<file path="src/rtl/instruction_fetch_if.sv">
// Fetch-stage bus: instruction memory handshake, decode handshake and redirect controls.
interface instruction_fetch_if;
  logic        imem_req;
  logic [31:0] imem_addr;
  logic        imem_ready;
  logic [31:0] imem_rdata;
  logic [31:0] instruction;
  logic        instr_valid;
  logic        instr_ack;
  logic [31:0] pc;
  logic [31:0] pc_plus4;
  logic        jump_reg;
  logic        jump;
  logic        branch;
  logic        branch_taken;
  logic [15:0] imm16;
  logic [25:0] imm26;
  logic [31:0] reg_target;
  logic        fault;

  modport master (
    output imem_req, imem_addr, instruction, instr_valid, pc, pc_plus4, fault,
    input  imem_ready, imem_rdata, instr_ack, jump_reg, jump, branch,
           branch_taken, imm16, imm26, reg_target
  );

  modport slave (
    input  imem_req, imem_addr, instruction, instr_valid, pc, pc_plus4, fault,
    output imem_ready, imem_rdata, instr_ack, jump_reg, jump, branch,
           branch_taken, imm16, imm26, reg_target
  );
endinterface

</file>
<file path="src/rtl/instruction_fetch.sv">
// MIPS fetch stage: holds the PC, fetches over req/ready and hands one
// instruction at a time to decode over valid/ack, applying redirects on ack.
//
//   state | meaning
//   FETCH | imem_req high, waiting for imem_ready (timeout counter running)
//   HOLD  | instruction presented to decode, waiting for instr_ack
//   FAULT | sticky error (misaligned jr or fetch timeout), only reset exits
module instruction_fetch #(
  parameter logic [31:0] RESET_PC = 32'h0000_0000,
  parameter int          TIMEOUT  = 255
) (
  input logic               clk,
  input logic               reset,
  instruction_fetch_if.master bus
);

  typedef enum logic [1:0] {FETCH, HOLD, FAULT} state_t;

  localparam logic [7:0] TIMEOUT_LAST = 8'(TIMEOUT - 1);

  state_t      state, state_next;
  logic [31:0] pc_q, pc_next;
  logic [31:0] instr_q, instr_next;
  logic        valid_q, valid_next;
  logic        fault_q, fault_next;
  logic [7:0]  cnt_q, cnt_next;

  logic [31:0] pc_plus4;
  logic [31:0] branch_off;
  logic [31:0] target;
  logic        jr_misaligned;

  assign pc_plus4      = pc_q + 32'd4;
  assign branch_off    = {{14{bus.imm16[15]}}, bus.imm16, 2'b00};
  assign jr_misaligned = bus.jump_reg && (bus.reg_target[1:0] != 2'b00);

  always_comb begin
    target = pc_plus4;
    if (bus.jump_reg)
      target = bus.reg_target;
    else if (bus.jump)
      target = {pc_plus4[31:28], bus.imm26, 2'b00};
    else if (bus.branch && bus.branch_taken)
      target = pc_plus4 + branch_off;
  end

  always_ff @(posedge clk) begin
    if (reset) begin
      state   <= FETCH;
      pc_q    <= RESET_PC;
      instr_q <= 32'h0;
      valid_q <= 1'b0;
      fault_q <= 1'b0;
      cnt_q   <= 8'h0;
    end else begin
      state   <= state_next;
      pc_q    <= pc_next;
      instr_q <= instr_next;
      valid_q <= valid_next;
      fault_q <= fault_next;
      cnt_q   <= cnt_next;
    end
  end

  always_comb begin
    state_next = state;
    pc_next    = pc_q;
    instr_next = instr_q;
    valid_next = valid_q;
    fault_next = fault_q;
    cnt_next   = cnt_q;
    case (state)
      FETCH: begin
        if (bus.imem_ready) begin
          instr_next = bus.imem_rdata;
          valid_next = 1'b1;
          cnt_next   = 8'h0;
          state_next = HOLD;
        end else if (cnt_q == TIMEOUT_LAST) begin
          fault_next = 1'b1;
          state_next = FAULT;
        end else begin
          cnt_next = cnt_q + 8'd1;
        end
      end
      HOLD: begin
        if (bus.instr_ack) begin
          valid_next = 1'b0;
          pc_next    = target;
          if (jr_misaligned) begin
            fault_next = 1'b1;
            state_next = FAULT;
          end else begin
            state_next = FETCH;
          end
        end
      end
      FAULT: begin
        valid_next = 1'b0;
        fault_next = 1'b1;
      end
      default: state_next = FETCH;
    endcase
  end

  // Request drops combinationally during reset so a reset mid-fetch aborts at once.
  assign bus.imem_req    = (state == FETCH) && !reset;
  assign bus.imem_addr   = pc_q;
  assign bus.instruction = instr_q;
  assign bus.instr_valid = valid_q;
  assign bus.pc          = pc_q;
  assign bus.pc_plus4    = pc_plus4;
  assign bus.fault       = fault_q;

endmodule
</file>
<file path="src/flat_wrapper.sv">
// flat-port wrapper written by rule: the top's interface ports become plain ports
module instruction_fetch_flat 
#(
  parameter logic [31:0] RESET_PC = 32'h0000_0000,
  parameter int          TIMEOUT  = 255
)
  (clk, reset, bus_imem_req, bus_imem_addr, bus_instruction, bus_instr_valid, bus_pc, bus_pc_plus4, bus_fault, bus_imem_ready, bus_imem_rdata, bus_instr_ack, bus_jump_reg, bus_jump, bus_branch, bus_branch_taken, bus_imm16, bus_imm26, bus_reg_target);
  instruction_fetch_if bus_i ();
  input logic clk;
  input logic reset;
  output wire logic [$bits(bus_i.imem_req)-1:0] bus_imem_req;
  output wire logic [$bits(bus_i.imem_addr)-1:0] bus_imem_addr;
  output wire logic [$bits(bus_i.instruction)-1:0] bus_instruction;
  output wire logic [$bits(bus_i.instr_valid)-1:0] bus_instr_valid;
  output wire logic [$bits(bus_i.pc)-1:0] bus_pc;
  output wire logic [$bits(bus_i.pc_plus4)-1:0] bus_pc_plus4;
  output wire logic [$bits(bus_i.fault)-1:0] bus_fault;
  input wire logic [$bits(bus_i.imem_ready)-1:0] bus_imem_ready;
  input wire logic [$bits(bus_i.imem_rdata)-1:0] bus_imem_rdata;
  input wire logic [$bits(bus_i.instr_ack)-1:0] bus_instr_ack;
  input wire logic [$bits(bus_i.jump_reg)-1:0] bus_jump_reg;
  input wire logic [$bits(bus_i.jump)-1:0] bus_jump;
  input wire logic [$bits(bus_i.branch)-1:0] bus_branch;
  input wire logic [$bits(bus_i.branch_taken)-1:0] bus_branch_taken;
  input wire logic [$bits(bus_i.imm16)-1:0] bus_imm16;
  input wire logic [$bits(bus_i.imm26)-1:0] bus_imm26;
  input wire logic [$bits(bus_i.reg_target)-1:0] bus_reg_target;
  assign bus_imem_req = bus_i.imem_req;
  assign bus_imem_addr = bus_i.imem_addr;
  assign bus_instruction = bus_i.instruction;
  assign bus_instr_valid = bus_i.instr_valid;
  assign bus_pc = bus_i.pc;
  assign bus_pc_plus4 = bus_i.pc_plus4;
  assign bus_fault = bus_i.fault;
  assign bus_i.imem_ready = bus_imem_ready;
  assign bus_i.imem_rdata = bus_imem_rdata;
  assign bus_i.instr_ack = bus_instr_ack;
  assign bus_i.jump_reg = bus_jump_reg;
  assign bus_i.jump = bus_jump;
  assign bus_i.branch = bus_branch;
  assign bus_i.branch_taken = bus_branch_taken;
  assign bus_i.imm16 = bus_imm16;
  assign bus_i.imm26 = bus_imm26;
  assign bus_i.reg_target = bus_reg_target;
  instruction_fetch #(.RESET_PC(RESET_PC), .TIMEOUT(TIMEOUT)) u_core (.clk(clk), .reset(reset), .bus(bus_i));
endmodule
</file>
<file path="config.mk">
export PLATFORM = sky130hd
export DESIGN_NAME = instruction_fetch_flat
export DESIGN_NICKNAME = d
export VERILOG_FILES = /design/src/rtl/instruction_fetch_if.sv /design/src/rtl/instruction_fetch.sv /design/src/flat_wrapper.sv
export SDC_FILE = /design/constraint.sdc
export NUM_CORES = 1
export LEC_CHECK = 0
export CORE_ASPECT_RATIO = 0.9
export CORE_MARGIN = 2
export CORE_UTILIZATION = 44
export CTS_BUF_LIST = sky130_fd_sc_hd__clkbuf_4 sky130_fd_sc_hd__clkbuf_8
export DETAILED_ROUTE_END_ITERATION = 10
export GPL_TIMING_DRIVEN = 0
export PLACE_DENSITY = 0.81
export SYNTH_ARGS = -nofsm -noshare
export SYNTH_HDL_FRONTEND = slang
export SYNTH_SLANG_ARGS = --single-unit
</file>
<file path="constraint.sdc">
create_clock -name clk -period 5 [get_ports clk]
set_input_delay 1 -clock clk [delete_from_list [all_inputs] [get_ports clk]]
set_output_delay 1 -clock clk [all_outputs]
set_load 0.05 [all_outputs]
</file>
# ---- After elaboration in Yosys (flattened, before gate mapping)
# Index checks and enable logic that the tools add are counted.
dict set report word_totals {
  input_bits 114
  ff_bits 76
}
dict set report classes {
  addsub 3
  n_bitwise 1
  muxes 18
  n_eq_ne 10
  reduce_logical 13
}
# cell n
set ops {}
lappend ops {{$mux 32} 3}
lappend ops {{$add 32x3->32 const B} 1}
lappend ops {{$add 32x32->32} 1}
lappend ops {{$mux 8} 2}
lappend ops {{$add 8x1->8 const B} 1}
lappend ops {{$eq 8x8->1 const B} 1}
lappend ops {{$mux 2} 4}
lappend ops {{$ne 2x2->1 const B} 4}
lappend ops {{$mux 1} 6}
lappend ops {{$pmux 1 s3} 2}
lappend ops {{$pmux 2 s3} 1}
lappend ops {{$reduce_and 2->1} 3}
lappend ops {{$reduce_and 3->1} 2}
lappend ops {{$reduce_and 5->1} 1}
lappend ops {{$ne 2x1->1 const B} 2}
lappend ops {{$logic_and 1x1->1} 3}
lappend ops {{$ne 3x2->1 const B} 1}
lappend ops {{$reduce_bool 3->1} 1}
lappend ops {{$eq 2x1->1 const B} 1}
lappend ops {{$eq 2x2->1 const B} 1}
lappend ops {{$logic_not 2->1} 1}
lappend ops {{$reduce_bool 2->1} 1}
lappend ops {{$logic_not 1->1} 1}
lappend ops {{$not 1->1} 1}

# ---- Longest topological paths before layout
# Gate-level depths: netlist of run 1.
dict set report logic_depth {
  depth_word 5
  ltp_mapped 15
  depth_no_buf 15
}

# ---- Worst setup path before layout of run 1
# No wires, ideal clock.
dict set report synth_timing {
  kind {register -> register}
  from {register u_core.pc_q[4] (netlist: u_core.bus.imem_addr[4])}
  to {register u_core.pc_q[27] (netlist: u_core.bus.imem_addr[27])}
  t_arrival_ns 4.548
  path_slack_ns 0.366
  path_stages_with_launch 16
  setup_ns 0.086
  period_less_slack_ns 4.634
  t_required_ns 4.914
  path_buffers 1
  cell_sequence {dfxtp_1 > and4_1 > nand2_1 > nor2_1 > nand4_1 > xnor2_1 > ha_1 > clkbuf_1 > a21o_1 > a21o_1 > a21oi_1 > nor2_1 > a211o_1 > a211oi_1 > xor2_1 > a221oi_2}
}
dict set report synth_via {
  elab_chain_len 5
}
# element line_no
set synth_rtl {}
lappend synth_rtl {{start, declared} instruction_fetch.sv:22} ;# logic [31:0] pc_q, pc_next;
lappend synth_rtl {{start signal, assigned} instruction_fetch.sv:57} ;# pc_q <= pc_next;
lappend synth_rtl {{$add 32x3->32} instruction_fetch.sv:33} ;# assign pc_plus4 = pc_q + 32'd4;
lappend synth_rtl {{named net bus_pc_plus4[14]} flat_wrapper.sv:16} ;# output wire logic [$bits(bus_i.pc_plus4)-1:0] bus_pc_plus4;
lappend synth_rtl {{$add 32x32->32} instruction_fetch.sv:44} ;# target = pc_plus4 + branch_off;
lappend synth_rtl {{$mux 32} instruction_fetch.sv:43} ;# else if (bus.branch && bus.branch_taken)
lappend synth_rtl {{$mux 32} instruction_fetch.sv:41} ;# else if (bus.jump)
lappend synth_rtl {{$mux 32} instruction_fetch.sv:39} ;# if (bus.jump_reg)
# The timed path passes the listed nets, and every way through them passes these cells.
# A chain may end at the register's enable or synchronous reset.

# ---- Worst setup path after layout of run 1
dict set report layout_timing {
  from {register u_core.pc_q[11] (netlist: u_core.bus.imem_addr[11])}
  to {output bus_pc_plus4[30]}
}
dict set report layout_via {
  elab_chain_len 1
}
# element line_no
set layout_rtl {}
lappend layout_rtl {{$add 32x3->32} instruction_fetch.sv:33}
lappend layout_rtl {{end, declared} flat_wrapper.sv:16}
# No other way between the ends.

==> impl_results.md, run 1 <==
- CP arrival: between 3000 and 4000 ps
- IO Pins: 245
- Syn nets: 985
- Mapped cell area: 6060 sq um
- Core Area: approximately 13000 sq um
- Via count: 7294
- CP max stage delay: 880 ps
- CTS Hold Bufs: 0
- Insertion delay to the later sink of the worst-skew pair: 380 ps
- Global Route Usage Sum: 31.3%
- Area of the die: 14700 sq um
- Post-synthesis cell count: slightly above 800
- Vias per cell: 5.81
- Async set or reset register ratio after synthesis: 0%
- Pwr dens: 353 nW/um^2
- Crit path setup slack, layout: 502 ps
- Chip width: 128 um
- Clk buf depth: 2
- Fmax: 222 MHz
- Max VDD drop: roughly 290 uV
- Initial antenna violation count: 1
- CTS HTree Levels: 3
- Number of synthesized register bits: 76
- Number of nets in the layout: 1239
- Row Count: 40
- Routed Antenna Nets: 0
- Cell Chain, Critical Path: and4_4, nand4_4, nor4_4, nand2_1, nor3_1, xor2_1, clkdlybuf4s50_1
- CP required: 4000 ps
- Hold crit path type: reg2reg
- Tmin final: ~4500 ps
- CP endpoint kind: output port
- Commonest non-fill, non-tap cells in the layout: clkdlybuf4s50_1, nand2_1, a21oi_1, dfxtp_1, nor2_1
- Max-slew violation count: 0
- Clk sinks: between 70 and 80
- Static Leak: 3.55 nW
- CTS tree: yes
- Most common cell after layout, fill and taps aside: clkdlybuf4s50_1
- Worst-path clk slew: roughly 90 ps
- Post-CTS Setup Inserts: 0
- Die boundary height: 115 um
- Total gr overflow: 0
- CP Class: reg2out
- P&R area growth vs syn: 47.4%
- CTS buffer count: 9
- Critical Path Slowest Stage Cell: clkdlybuf4s50_1
- RSZ-0062 raised after global routing: false
- Synthesis warning total: 0
- Setup violators final: 0
- DRT Pass-1 Iters: 6
- TNS Setup: 0 ps
- Layout cells sized above 1: 5.25%
- WL/cell: 19.2 um
- Post-route DRC violation count: 0
- Largest net degree at the start of global routing: 23
- Post-synth EDFFs: 0
- Initial core utilization: approximately 45%
- Hold Vio Cnt, Final: 0
- WL final: 24100 um
- Place WS: 725 ps
- Max Cap Viol: 0
- Netlist cell types: between 60 and 70
- Root buffer cell: clkbuf_8
- Startpoint types: register
- Iteration-0 DRC Markers: between 700 and 800
- Slew headroom: 38.2%
- Syn Area/Cell: roughly 7.3 sq um
- Sequential area share after synthesis: between 20% and 30%
- Ys flop type: dfxtp_1
- Status: finished, final reports clean
- Port buffer count: 243
- HPWL Detailed: 18700 um
- Gpl congestion: ~1.0
- Post-CTS Resized: 0
- Vias in the first global route: ~6500
- CP Max Fanout: 8
- First-pass GRT wire length: approximately 36000 um
- Least-Margin Pin Slew: between 900 and 1000 ps
- Final critical-path share of the clock period: 90.0%
- Final Skew: 9.64 ps
[path summary, 6_finish.rpt]
| path | slack [ps] | start | cells past startpoint | to |
|---|---|---|---|---|
| hold reg to reg | 460 | u_core.bus.instruction[2] | 2 | u_core.bus.instruction[2] |
| setup reg to reg | 760 | u_core.bus.imem_addr[11] | 15 | u_core.bus.imem_addr[31] |
| setup / recovery | 500 | u_core.bus.imem_addr[11] | 7 | bus_pc_plus4[30] |
| hold / removal | 460 | u_core.bus.instruction[2] | 2 | u_core.bus.instruction[2] |
[cell families after synthesis]
group	share of synthesized area (%)
flip-flops	25.1
multiplexers	0.331
adder cells (fa/ha/maj)	9.01
AND/OR/NAND/NOR	24.4
XOR/XNOR	7.52
AO/OA/AOI/OAI	25.5
buffers and inverters	8.06
[synthesized netlist by cell type (5+ instances only)]
master,count,share of area [%]
a211oi_1,15,1.9
a21o_1,10,1.2
a21oi_1,98,8.1
a31oi_1,10,1.0
and2_1,6,0.62
and3_1,20,2.1
buf_1,5,0.31
buf_4,34,4.2
clkbuf_1,38,2.4
dfxtp_1,76,25
ha_1,42,8.7
inv_1,19,1.2
nand2_1,129,8.0
nand3_1,32,2.6
nand4_1,15,1.5
nor2_1,59,3.7
nor2b_1,8,0.83
nor3_1,20,1.7
o211a_1,5,0.83
o211ai_1,12,1.5
o21a_1,6,0.74
o21ai_0,41,3.4
o22ai_1,8,0.83
xnor2_1,29,4.2
xor2_1,23,3.3
[critical path, delay by kind of cell, from the launching register on]
| kind | cells | cell delay [ps] |
|---|---|---|
| XOR/XNOR | 1 | 350 |
| flip-flops | 1 | 530 |
| AND/OR/NAND/NOR | 5 | 1340 |
| buffers and inverters | 1 | 880 |
[area by class of cell]
cell class | instances | area [sq um]
Clock inverter | 5 | 85.1
Tap cell | 168 | 210
Multi-Input combinational cell | 656 | 4050
Buffer | 77 | 417
Fill cell | 1170 | 4490
Inverter | 19 | 71.3
Clock buffer | 10 | 138
Antenna cell | 1 | 2.50
Sequential cell | 76 | 1520
Timing Repair Buffer | 243 | 2430
[per-layer routing]
metal	share of wire (%)	vias to the layer above	global-route usage [%]
met5	0	-	0
met3	11	53	8.38
li1	-	3464	-
met1	42	3331	42.8
met2	44	446	48.8
met4	2.6	0	9.08
[through the flow]
| step | instances | hold slack, ps | total power, mW | instance area (sq um) | utilization (%) |
|---|---|---|---|---|---|
| 2_1_floorplan | 828 | 437 | 1.97 | 6060 | - |
| 3_3_place_gp | 1239 | 441 | 2.56 | 8700 | 64.9 |
| 3_5_place_dp | 1239 | 446 | 2.57 | 8700 | 64.9 |
| 4_1_cts | 1254 | 456 | 3.13 | 8920 | 66.5 |
| 5_1_grt | 1254 | 473 | 3.29 | 8920 | 66.5 |
| 6_report | 1255 | 456 | 3.15 | 8920 | 66.5 |
[flip-flops by register name (all words and copies together), names as in the netlist]
| name | count |
|---|---|
| u_core.bus.imem_addr | 32 |
| u_core.bus.instruction | 32 |
| u_core.cnt_q | 8 |
| u_core.state | 2 |
| u_core.bus.fault | 1 |
| u_core.bus.instr_valid | 1 |
[where the power goes]
part,leakage (nW),internal (mW),switching [mW]
clock,0.109,0.295,0.267
sequential,0.620,0.701,0.111
combinational,2.82,0.631,1.15
No activity file was read; power rests on OpenSTA's default activity.
==> inputs of run 2 (changes only) <==
--- a/config.mk
+++ b/config.mk
@@ -5,7 +5,6 @@
 export SDC_FILE = /design/constraint.sdc
 export NUM_CORES = 1
 export LEC_CHECK = 0
-export CORE_ASPECT_RATIO = 0.9
 export CORE_MARGIN = 2
 export CORE_UTILIZATION = 44
 export CTS_BUF_LIST = sky130_fd_sc_hd__clkbuf_4 sky130_fd_sc_hd__clkbuf_8
==> run 2 against run 1 <==
Compared with the run above:
- critical path depth increased by 8
- first-iteration DRC count down 8.9%
- final cell count is 0.64% higher
- sequential power fell by 0.6%
- routed wire length is 0.36% higher
- global-route usage increased by 0.96 points
- clock power down 7.5%
- critical endpoint is now u_core.bus.imem_addr[27]
==> impl_results.md, run 2 (same netlist as run 1, synthesis figures left out) <==
- Status: finished, final reports clean
- Place WS: 559 ps (-165 ps)
- CP Max Fanout: 8 (unchanged)
- Worst-path clk slew: 100 ps (about the same)
- Slew headroom: 34.7% (-3.4 points)
- Reg2Reg Setup Slack: 610 ps (-150 ps)
- CP arrival: 4680 ps (+1180 ps)
- Cell Chain, Critical Path: ha_1, nand2_1, nor2_1, nand4_1, xnor2_1, ha_1, clkbuf_1, a21o_1, a21o_1, a21oi_1, nor2_1, a211o_1, a211oi_1, xor2_1, a221oi_2
- Root buffer cell: clkbuf_8
- Final Skew: 16.3 ps (+6.70 ps)
- Layout cells sized above 1: 5.34% (+0.087 points)
- Commonest non-fill, non-tap cells in the layout: clkdlybuf4s50_1, nand2_1, a21oi_1, dfxtp_1, nor2_1
- Vias per cell: 5.74 (-1.2%)
- IO Pins: 245 (unchanged)
- FF-to-FF Start: u_core.bus.imem_addr[2]
- Critical Path Slowest Stage Cell: dfxtp_1
- Clk buf depth: 2 (unchanged)
- Via count: 7251 (-0.59%)
- Iteration-0 DRC Markers: 699 (-8.9%)
- Placed insts: 1247 (+0.65%)
- Max-slew violation count: 0 (unchanged)
- P&R area growth vs syn: 47.2% (about the same)
- Most common cell after layout, fill and taps aside: clkdlybuf4s50_1
- # diodes: 0 (-1)
- Largest net degree at the start of global routing: 23 (unchanged)
- Max Cap Viol: 0 (unchanged)
- Number of nets in the layout: 1239 (unchanged)
- Tmin final: 4390 ps (-105 ps)
- CTS buffer count: 9 (unchanged)
- Routed Antenna Nets: 0 (unchanged)
- Max VDD drop: 263 uV (-9.1%)
- CP endpoint kind: register
- Fmax: 228 MHz (+2.4%)
- Total power: 3.10 mW (-1.5%)
- WL final: 24200 um (+0.36%)
- CP required: 5290 ps (+1290 ps)
- DRT Pass-1 Iters: 5 (-1)
- Die boundary height: 121 um (+5.2%)
- Total gr overflow: 0 (unchanged)
- CP Class: reg2reg
- First-pass GRT wire length: 36800 um (+2.7%)
- Static Leak: 3.54 nW (-0.19%)
- Startpoint types: register
- Row Count: 42 (+5.0%)
- Final critical-path share of the clock period: 87.9% (-2.1 points)
- Pwr dens: 348 nW/um^2 (-1.4%)
- Core Area: 13300 sq um (-0.49%)
- Vias in the first global route: 6852 (+5.5%)
- RSZ-0062 raised after global routing: false
- Area of the die: 14700 sq um (about the same)
- Post-CTS Setup Inserts: 0 (unchanged)
- CP max stage delay: 540 ps (-340 ps)
- Cells on worst reg2reg path: 15 (unchanged)
- # fillers: 1207 (+3.2%)
- Chip width: 121 um (-5.0%)
- Critical hold path startpoint: u_core.bus.instruction[30]
- Post-route DRC violation count: 0 (unchanged)
- Crit path setup slack, layout: 607 ps (+105 ps)
- Global Route Usage Sum: 32.3% (+0.96 points)
- Setup violators final: 0 (unchanged)
- Gpl congestion: 0.999 (-0.32%)
- Least-Margin Pin Slew: 976 ps (+51.6 ps)
- Initial core utilization: 45.4% (+0.22 points)
- WHS Path Cells: 2 (unchanged)
- CTS tree: yes
- Hold Path End: u_core.bus.instruction[30]
- TNS Setup: 0 ps (unchanged)
- CTS HTree Levels: 3 (unchanged)
- Hold Vio Cnt, Final: 0 (unchanged)
- Worst path bufs/invs: 1 (unchanged)
- Post-CTS Resized: 0 (unchanged)
- Hold crit path type: reg2reg
- Insertion delay to the later sink of the worst-skew pair: 380 ps (about the same)
- CTS Hold Bufs: 0 (unchanged)
- WL/cell: 19.2 um (-0.27%)
- Port buffer count: 243 (unchanged)
- Post-Layout Cell Count: 1263 (+0.64%)
- Clk sinks: 76 (unchanged)
- Initial antenna violation count: 0 (-1)
- HPWL Detailed: 18800 um (+0.45%)
- Critical R2R Capture: u_core.bus.imem_addr[27]
- Delay-heaviest family, CP: compound AO/OA/AOI/OAI gates
## run 2: power breakdown
group / internal (mW) / switching [mW] / total [mW]
logic: 0.631 / 1.15 / 1.78
registers: 0.701 / 0.107 / 0.807
clock network: 0.240 / 0.280 / 0.520
total: 1.57 / 1.53 / 3.10
## run 2: per-layer routing
| layer | share of wire (%) | vias to the layer above | track usage, % |
|---|---|---|---|
| met4 | 3.0 | 0 | 12.6 |
| li1 | - | 3451 | - |
| met3 | 11 | 69 | 7.61 |
| met1 | 40 | 3302 | 40.4 |
| met2 | 46 | 429 | 53.6 |
| met5 | 0 | - | 0 |
## run 2: stage by stage
step	hold slack (ps)	utilization (%)	instance area, sq um
after global routing	479	66.8	8920
after detailed placement	446	65.2	8710
after global placement	440	65.2	8710
after CTS	457	66.8	8920
final	456	66.8	8920
after floorplan	437	-	6060
## run 2: worst max path at each step
stage / startpoint / slack, ps / cells past startpoint / to
6_report: u_core.bus.imem_addr[2] / 610 / 15 / u_core.bus.imem_addr[27]
5_1_grt: u_core.bus.imem_addr[11] / 390 / 15 / u_core.bus.imem_addr[31]
4_1_cts: u_core.bus.imem_addr[11] / 700 / 7 / bus_pc_plus4[31]
3_5_place_dp: bus_imm16[15] / 560 / 11 / u_core.bus.imem_addr[31]
3_3_place_gp: bus_imm16[15] / 530 / 11 / u_core.bus.imem_addr[31]
2_1_floorplan: u_core.bus.imem_addr[4] / 370 / 15 / u_core.bus.imem_addr[27]
## run 2: tightest hold or removal path: stages (launching register included)
cell and delay (ps):
dfxtp_1 320, nand2_1 50, a21oi_1 50
## run 2: layout make-up
| type | instances | area (sq um) | share of cell area [%] |
|---|---|---|---|
| tap | 176 | 220 | 2.47 |
| multi-input combinational | 656 | 4050 | 45.4 |
| sequential | 76 | 1520 | 17.1 |
| inverter | 19 | 71.3 | 0.800 |
| timing repair buffer | 243 | 2430 | 27.3 |
| clock buffer | 9 | 124 | 1.39 |
| clock inverter | 7 | 83.8 | 0.940 |
| buffer | 77 | 417 | 4.67 |
